`config.mk`:
```
export PLATFORM = sky130hd
export DESIGN_NAME = pll_lock_sequencer
export DESIGN_NICKNAME = d
export VERILOG_FILES = /design/src/rtl/pll_lock_sequencer.sv
export SDC_FILE = /design/constraint.sdc
export NUM_CORES = 1
export LEC_CHECK = 0
export CORE_MARGIN = 1.5
export CORE_UTILIZATION = 42
export DETAILED_ROUTE_END_ITERATION = 16
export DONT_BUFFER_PORTS = 1
export GPL_TIMING_DRIVEN = 0
export PLACE_DENSITY = 0.6
export SYNTH_ARGS = -nofsm -noshare
export SYNTH_HDL_FRONTEND = slang
export SYNTH_SLANG_ARGS = --single-unit
```
`constraint.sdc`:
```
create_clock -name CLK -period 3 [get_ports CLK]
set_input_delay 0.6 -clock CLK [delete_from_list [all_inputs] [get_ports CLK]]
set_output_delay 0.6 -clock CLK [all_outputs]
set_load 0.01 [all_outputs]
```
`src/rtl/pll_lock_sequencer.sv`:
```
`default_nettype none
// ============================================================================
// pll_lock_sequencer: synchronises and qualifies PLL lock, then sequences a
// registered system reset; counts lock losses. Option: PLL_LOCK_SEQ_HEARTBEAT_EN
// Revision: 1.0
// ============================================================================
module pll_lock_sequencer #(
  parameter int SYNC_STAGES = 2,
  parameter int LOCK_STABLE = 1024,
  parameter int RESET_HOLD  = 16,
  parameter int LOSS_W      = 8,
  parameter int HB_BIT      = 24
) (
  input  logic              CLK,
  input  logic              BTN_USR,
  input  logic              PLL_LOCK,
  input  logic              CLR_LOSS,
  output logic              SYS_RST_N,
  output logic              READY,
  output logic [LOSS_W-1:0] LOSS_CNT,
  output logic              LOSS_STICKY
`ifdef PLL_LOCK_SEQ_HEARTBEAT_EN
  ,
  output logic              LED_HB
`endif
);

  localparam logic [1:0] c_st_wait   = 2'd0;
  localparam logic [1:0] c_st_stable = 2'd1;
  localparam logic [1:0] c_st_hold   = 2'd2;
  localparam logic [1:0] c_st_run    = 2'd3;

  localparam int c_cnt_max = (LOCK_STABLE > RESET_HOLD) ? LOCK_STABLE : RESET_HOLD;
  localparam int c_cnt_w   = (c_cnt_max > 1) ? $clog2(c_cnt_max) : 1;
  localparam logic [c_cnt_w-1:0] c_stable_last = c_cnt_w'(LOCK_STABLE - 1);
  localparam logic [c_cnt_w-1:0] c_hold_last   = c_cnt_w'(RESET_HOLD - 1);

  logic [SYNC_STAGES-1:0] sync_q, sync_d;
  logic [1:0]             state_q, state_d;
  logic [c_cnt_w-1:0]     cnt_q, cnt_d;
  logic                   rst_n_q, rst_n_d;
  logic                   ready_q, ready_d;
  logic [LOSS_W-1:0]      loss_cnt_q, loss_cnt_d;
  logic                   sticky_q, sticky_d;
  logic                   lock_s;
  logic                   loss_evt;

  assign lock_s   = sync_q[SYNC_STAGES-1];
  assign loss_evt = (state_q == c_st_run) && !lock_s;

  always_comb begin
    sync_d = {sync_q[SYNC_STAGES-2:0], PLL_LOCK};
  end

  // Any drop of the synchronised lock before RUN restarts qualification.
  always_comb begin
    state_d = state_q;
    cnt_d   = cnt_q;
    case (state_q)
      c_st_wait: begin
        cnt_d = '0;
        if (lock_s) state_d = c_st_stable;
      end
      c_st_stable: begin
        if (!lock_s) begin
          state_d = c_st_wait;
          cnt_d   = '0;
        end else if (cnt_q == c_stable_last) begin
          state_d = c_st_hold;
          cnt_d   = '0;
        end else begin
          cnt_d = cnt_q + c_cnt_w'(1);
        end
      end
      c_st_hold: begin
        if (!lock_s) begin
          state_d = c_st_wait;
          cnt_d   = '0;
        end else if (cnt_q == c_hold_last) begin
          state_d = c_st_run;
          cnt_d   = '0;
        end else begin
          cnt_d = cnt_q + c_cnt_w'(1);
        end
      end
      c_st_run: begin
        cnt_d = '0;
        if (!lock_s) state_d = c_st_wait;
      end
      default: begin
        state_d = c_st_wait;
        cnt_d   = '0;
      end
    endcase
  end

  // Outputs register the next state so they change on the same edge as the FSM.
  always_comb begin
    rst_n_d = (state_d == c_st_run);
    ready_d = (state_d == c_st_run);
  end

  // A loss coinciding with a clear wins: the count restarts at one.
  always_comb begin
    loss_cnt_d = loss_cnt_q;
    sticky_d   = sticky_q;
    if (loss_evt) begin
      sticky_d = 1'b1;
      if (CLR_LOSS)
        loss_cnt_d = LOSS_W'(1);
      else if (!(&loss_cnt_q))
        loss_cnt_d = loss_cnt_q + LOSS_W'(1);
    end else if (CLR_LOSS) begin
      loss_cnt_d = '0;
      sticky_d   = 1'b0;
    end
  end

  always_ff @(posedge CLK or negedge BTN_USR) begin
    if (!BTN_USR) begin
      sync_q     <= '0;
      state_q    <= c_st_wait;
      cnt_q      <= '0;
      rst_n_q    <= 1'b0;
      ready_q    <= 1'b0;
      loss_cnt_q <= '0;
      sticky_q   <= 1'b0;
    end else begin
      sync_q     <= sync_d;
      state_q    <= state_d;
      cnt_q      <= cnt_d;
      rst_n_q    <= rst_n_d;
      ready_q    <= ready_d;
      loss_cnt_q <= loss_cnt_d;
      sticky_q   <= sticky_d;
    end
  end

  assign SYS_RST_N   = rst_n_q;
  assign READY       = ready_q;
  assign LOSS_CNT    = loss_cnt_q;
  assign LOSS_STICKY = sticky_q;

`ifdef PLL_LOCK_SEQ_HEARTBEAT_EN
  logic [HB_BIT:0] hb_q, hb_d;

  always_comb begin
    hb_d = '0;
    if ((state_q == c_st_run) && (state_d == c_st_run))
      hb_d = hb_q + (HB_BIT + 1)'(1);
  end

  always_ff @(posedge CLK or negedge BTN_USR) begin
    if (!BTN_USR) hb_q <= '0;
    else          hb_q <= hb_d;
  end

  assign LED_HB = ready_q & hb_q[HB_BIT];
`else
  // HB_BIT only matters when the heartbeat is built in.
  generate
    if (HB_BIT < 0) begin : g_hb_unused
    end
  endgenerate
`endif

endmodule
`default_nettype wire

```
# [Word-level counts from Yosys, hierarchy flattened]
# Cells that the tools add are included.
[word_totals] ram_bits=0 register_bits=24 mem_bits_ro=0 latch_bits=0 memories=0 output_inout_bits=11
[classes] n_div=0 mux=18 order_cmp=0 n_addsub=2 n_reduce_logical=7 bitwise_logic=0 n_eq_ne=7 n_mul=0 shifts=0
[op_table] cell="$mux 10" n=4
[op_table] cell="$mux 8" n=4
[op_table] cell="$pmux 10 s3" n=1
[op_table] cell="$mux 2" n=6
[op_table] cell="$add 10x1->10 const B" n=1
[op_table] cell="$eq 10x10->1 const B" n=1
[op_table] cell="$eq 10x4->1 const B" n=1
[op_table] cell="$add 8x1->8 const B" n=1
[op_table] cell="$pmux 2 s4" n=1
[op_table] cell="$reduce_and 8->1" n=1
[op_table] cell="$eq 2x2->1 const B" n=3
[op_table] cell="$eq 2x1->1 const B" n=1
[op_table] cell="$logic_not 2->1" n=1
[op_table] cell="$mux 1" n=2
[op_table] cell="$ne 2x2->1 const B" n=1
[op_table] cell="$reduce_and 2->1" n=1
[op_table] cell="$reduce_bool 2->1" n=1
[op_table] cell="$reduce_or 2->1" n=1
[op_table] cell="$logic_and 1x1->1" n=1
[op_table] cell="$logic_not 1->1" n=1

# [Logic depth before layout (Yosys ltp)]
[depth] word_depth=5 ltp_mapped=5

# [Worst setup path after synthesis]
# No wires, ideal clock.
[synth_path] path_kind="register to register" start="register loss_cnt_q[0], in the netlist LOSS_CNT[0]" end="register loss_cnt_q[0], in the netlist LOSS_CNT[0]" synth_period_minus_slack_ps=1495 setup_ps=79 arrival_ps=1415 stages_incl_launch_ff=5 path_slack_ps=1505 path_cell_list="dfrtp_1 -> ha_1 -> and4_1 -> a21oi_1 -> mux2i_1"
[synth_via] elab_chain_cells=4
[synth_rtl] item="from (decl)" line_no="43" text="logic [LOSS_W-1:0] loss_cnt_q, loss_cnt_d;"
[synth_rtl] item="from (signal assigned)" line_no="134" text="loss_cnt_q <= loss_cnt_d;"
[synth_rtl] item="$add 8x1->8" line_no="112" text="loss_cnt_d = loss_cnt_q + LOSS_W'(1);"
[synth_rtl] item="$mux 8" line_no="111" text="else if (!(&loss_cnt_q))"
[synth_rtl] item="$mux 8" line_no="109" text="if (CLR_LOSS)"
[synth_rtl] item="$mux 8" line_no="107" text="if (loss_evt) begin"
# Parallel ways exist; a longest one is shown, timed or not. The select of a mux whose other input is x is not followed.
# A chain may end at the register's enable or synchronous reset.

# [Worst setup path after layout]
# Same ends and word-level chain as after synthesis.

==> impl_metrics.env <==
export IMPL_fin_crit_sh_pct=58.2
export IMPL_clock_sinks=24
export IMPL_cp_num_cells=4
export IMPL_grt_max_degree=25
export IMPL_cts_tree="built"
export IMPL_synthMostInstantiatedCell="dfrtp_1"
export IMPL_tightestPinTransition_ps=442
export IMPL_path_max_fanout=8
export IMPL_finalSetupViolations=0
export IMPL_yosys_warnings=0
export IMPL_area_delta_synth_final_pct=8.79
export IMPL_die_w_um=57.9
export IMPL_dp_hpwl_um=1760
export IMPL_synth_edf_count=0
export IMPL_finalWirelength_um=2590
export IMPL_grt_pass1_vias=947
export IMPL_insertion_delay_ps=330
export IMPL_synth_top_cells_by_area="dfrtp_1 (47%), a21oi_1 (3.2%), a41oi_1 (2.8%)"
export IMPL_dieArea_um2=3350
export IMPL_vias=975
export IMPL_slew_headroom_pct=70.5
export IMPL_grt_usage_pct=16.6
export IMPL_worstSetupStartpointType="flip-flop"
export IMPL_max_freq_mhz=573
export IMPL_hold_path_class="in -> async"
export IMPL_yosys_top_cells_count="dfrtp_1 (24), a21oi_1 (8), nand2_1 (6)"
export IMPL_h_tree_depth=1
export IMPL_drive_above_1_share_pct=12.0
export IMPL_required_ps=3260
export IMPL_synth_cell_type_count=41
export IMPL_post_cts_setup_buffer_count=0
export IMPL_ys_flop_type="dfrtp_1"
export IMPL_avgSynthCellArea_um2=10.6
export IMPL_synth_seq_area_share_pct=47.4
export IMPL_crit_type="reg -> reg"
export IMPL_drc=0
export IMPL_root_buffer="clkbuf_4"
export IMPL_ir_worst_vdd_v=0.000210
export IMPL_fin_nets=132
export IMPL_die_h_um=57.9
export IMPL_synth_top_area_share_pct=47.4
export IMPL_worst_r2r_path_depth=4
export IMPL_num_rows=19
export IMPL_critPathSlowestCell="dfrtp_1"
export IMPL_antenna_cells=0
export IMPL_io_buffers=0
export IMPL_cp_num_buf_inv=0
export IMPL_start_util_pct=45.1
export IMPL_fin_util_pct=49.1
export IMPL_p_leak_nw=0.544
export IMPL_worstSetupEndpointType="flip-flop"
export IMPL_viasPerCell=6.25
export IMPL_syn_instance_count=120
export IMPL_drt_initial_drc_count=23
export IMPL_ys_async_sr_fraction_pct=100
export IMPL_io_pins=15
export IMPL_first_pass_iters=4
export IMPL_wire_per_inst_um=16.6
export IMPL_numCtsBuffers=3
export IMPL_finalCriticalPeriod_ps=1750
export IMPL_grt_pass1_wl_um=4290
export IMPL_path_delay_family="flip-flops"
export IMPL_nFillCells=275
export IMPL_status="finished clean"
export IMPL_fin_skew_ps=6.42
export IMPL_slew_violations=0
export IMPL_ant_nets=0
export IMPL_path_clk_slew_ps=140
export IMPL_worstPathCellList="ha_1, and4_1, a21oi_1, mux2i_1"
export IMPL_ys_ff_latch=24
export IMPL_netlist_area_um2=1270
export IMPL_synth_top_area_cell="dfrtp_1"
export IMPL_crit_arrival_ps=2010
export IMPL_gp_congestion=0.785
export IMPL_core_um2=2810
export IMPL_rsz0062_at_grt="no"
export IMPL_final_hold_violation_count=0
export IMPL_power_density_nw_per_um2=430
export IMPL_tns_ps=0
export IMPL_cts_max_path_buffers=2
export IMPL_overflow=0
export IMPL_max_stage_delay_ps=510
export IMPL_drv_cap=0
export IMPL_grt_antenna_before_repair=0
export IMPL_synth_fp_nets=126
final timing paths:
path                                         start                       to  slack, ps
setup / recovery           LOSS_CNT[0]$_DFFE_PN0P_  LOSS_CNT[0]$_DFFE_PN0P_       1250
hold / removal                             BTN_USR          READY$_DFF_PN0_         60
setup reg to reg           LOSS_CNT[0]$_DFFE_PN0P_  LOSS_CNT[0]$_DFFE_PN0P_       1250
hold reg to reg                sync_q[0]$_DFF_PN0_      sync_q[1]$_DFF_PN0_        370
max in group asynchronous                  BTN_USR       cnt_q[0]$_DFF_PN0_       2790
min in group CLK                          PLL_LOCK      sync_q[0]$_DFF_PN0_        280
sequential cells by signal (all words and copies together), names as in the netlist:
| register | count |
|---|---|
| state_q | 2 |
| LOSS_STICKY | 1 |
| cnt_q | 10 |
| READY | 1 |
| sync_q | 2 |
| LOSS_CNT | 8 |
per-layer routing:
layer / share of wire [%] / vias up / GRT usage [%]
li1: - / 470 / -
met1: 50 / 481 / 23.1
met2: 45 / 17 / 25.5
met3: 2.9 / 7 / 2.46
met4: 2.4 / 0 / 7.97
met5: 0 / - / 0
kinds of logic (layout without fill, tap and decap cells):
group                      count (synthesis)  after routing  synth area share (%)
muxes                                      4              4                  3.26
adders and majority gates                  2              2                  1.98
AOI/OAI and AO/OA                         36             36                  20.9
and+or+nand+nor                           40             40                  20.5
buffers and inverters                     11             16                  3.85
xor gates and xnor gates                   3              3                  2.08
DFF                                       24             24                  47.4
what timing repair did:
action | CTS | global route
endpoints found under the hold margin | 24 | 0
endpoints found under the setup margin | 0 | 0
resized for setup | 0 | 0
hold buffers | 1 | 0
cell type report:
cell class / instances / area (um^2) / share of cell area (%)
plain buffers: 6 / 30.0 / 2.18
clock buffers: 3 / 22.5 / 1.63
clock inverters: 1 / 30.0 / 2.18
inverters: 5 / 18.8 / 1.36
multi-input cells: 85 / 617 / 44.8
flip-flops and latches: 24 / 601 / 43.6
well taps: 31 / 38.8 / 2.82
repair buffers: 1 / 20.0 / 1.45
worst reg2reg max path, cell delays in order (launching register included):
cell and delay (ps):
dfrtp_1 510, ha_1 340, and4_1 250, a21oi_1 350
mux2i_1 230
layout by cell type, fill, tap and decap left out, drive strengths merged:
| cell | synthesis | routed |
|---|---|---|
| a22oi | 5 | 5 |
| a21boi | 2 | 2 |
| a31o | 1 | 1 |
| buf | 4 | 5 |
| o21ai | 5 | 5 |
| xnor2 | 2 | 2 |
| and3b | 2 | 2 |
| nand2b | 3 | 3 |
| nor4 | 4 | 4 |
| nand4b | 1 | 1 |
| dfrtp | 24 | 24 |
| or3 | 4 | 4 |
| bufinv | 0 | 1 |
| nand4 | 3 | 3 |
| nand3b | 3 | 3 |
| a31oi | 1 | 1 |
| nor2 | 2 | 2 |
| mux2 | 1 | 1 |
| o31ai | 2 | 2 |
| nand3 | 5 | 5 |
| nor2b | 1 | 1 |
| a41oi | 4 | 4 |
| a211oi | 4 | 4 |
| ha | 2 | 2 |
| xor2 | 1 | 1 |
| mux2i | 3 | 3 |
| inv | 5 | 5 |
| nand2 | 6 | 6 |
| a311oi | 2 | 2 |
| clkbuf | 2 | 5 |
| o21a | 1 | 1 |
| and4 | 1 | 1 |
| and3 | 2 | 2 |
| or4 | 1 | 1 |
| a21oi | 8 | 8 |
| nor4b | 1 | 1 |
| o41ai | 1 | 1 |
| nor3 | 1 | 1 |
power by group:
group / leakage [nW] / total, mW / internal [mW] / switching, mW
clock network: 0.0279 / 0.240 / 0.135 / 0.105
logic: 0.189 / 0.0212 / 0.00807 / 0.0131
registers: 0.327 / 0.331 / 0.327 / 0.00432
per-stage QoR:
step / area, um^2 / power [mW] / worst slack, ps / cells / hold WS [ps]
after CTS: 1380 / 0.597 / 1270 / 156 / 59.6
after detailed placement: 1310 / 0.350 / 1310 / 151 / 305
after global routing: 1380 / 0.610 / 1150 / 156 / 54.7
after floorplan: 1270 / 0.346 / 1510 / 120 / 304
after global placement: 1310 / 0.349 / 1320 / 151 / 305
final: 1380 / 0.592 / 1250 / 156 / 60.3
(Power assumes the default switching activity.)
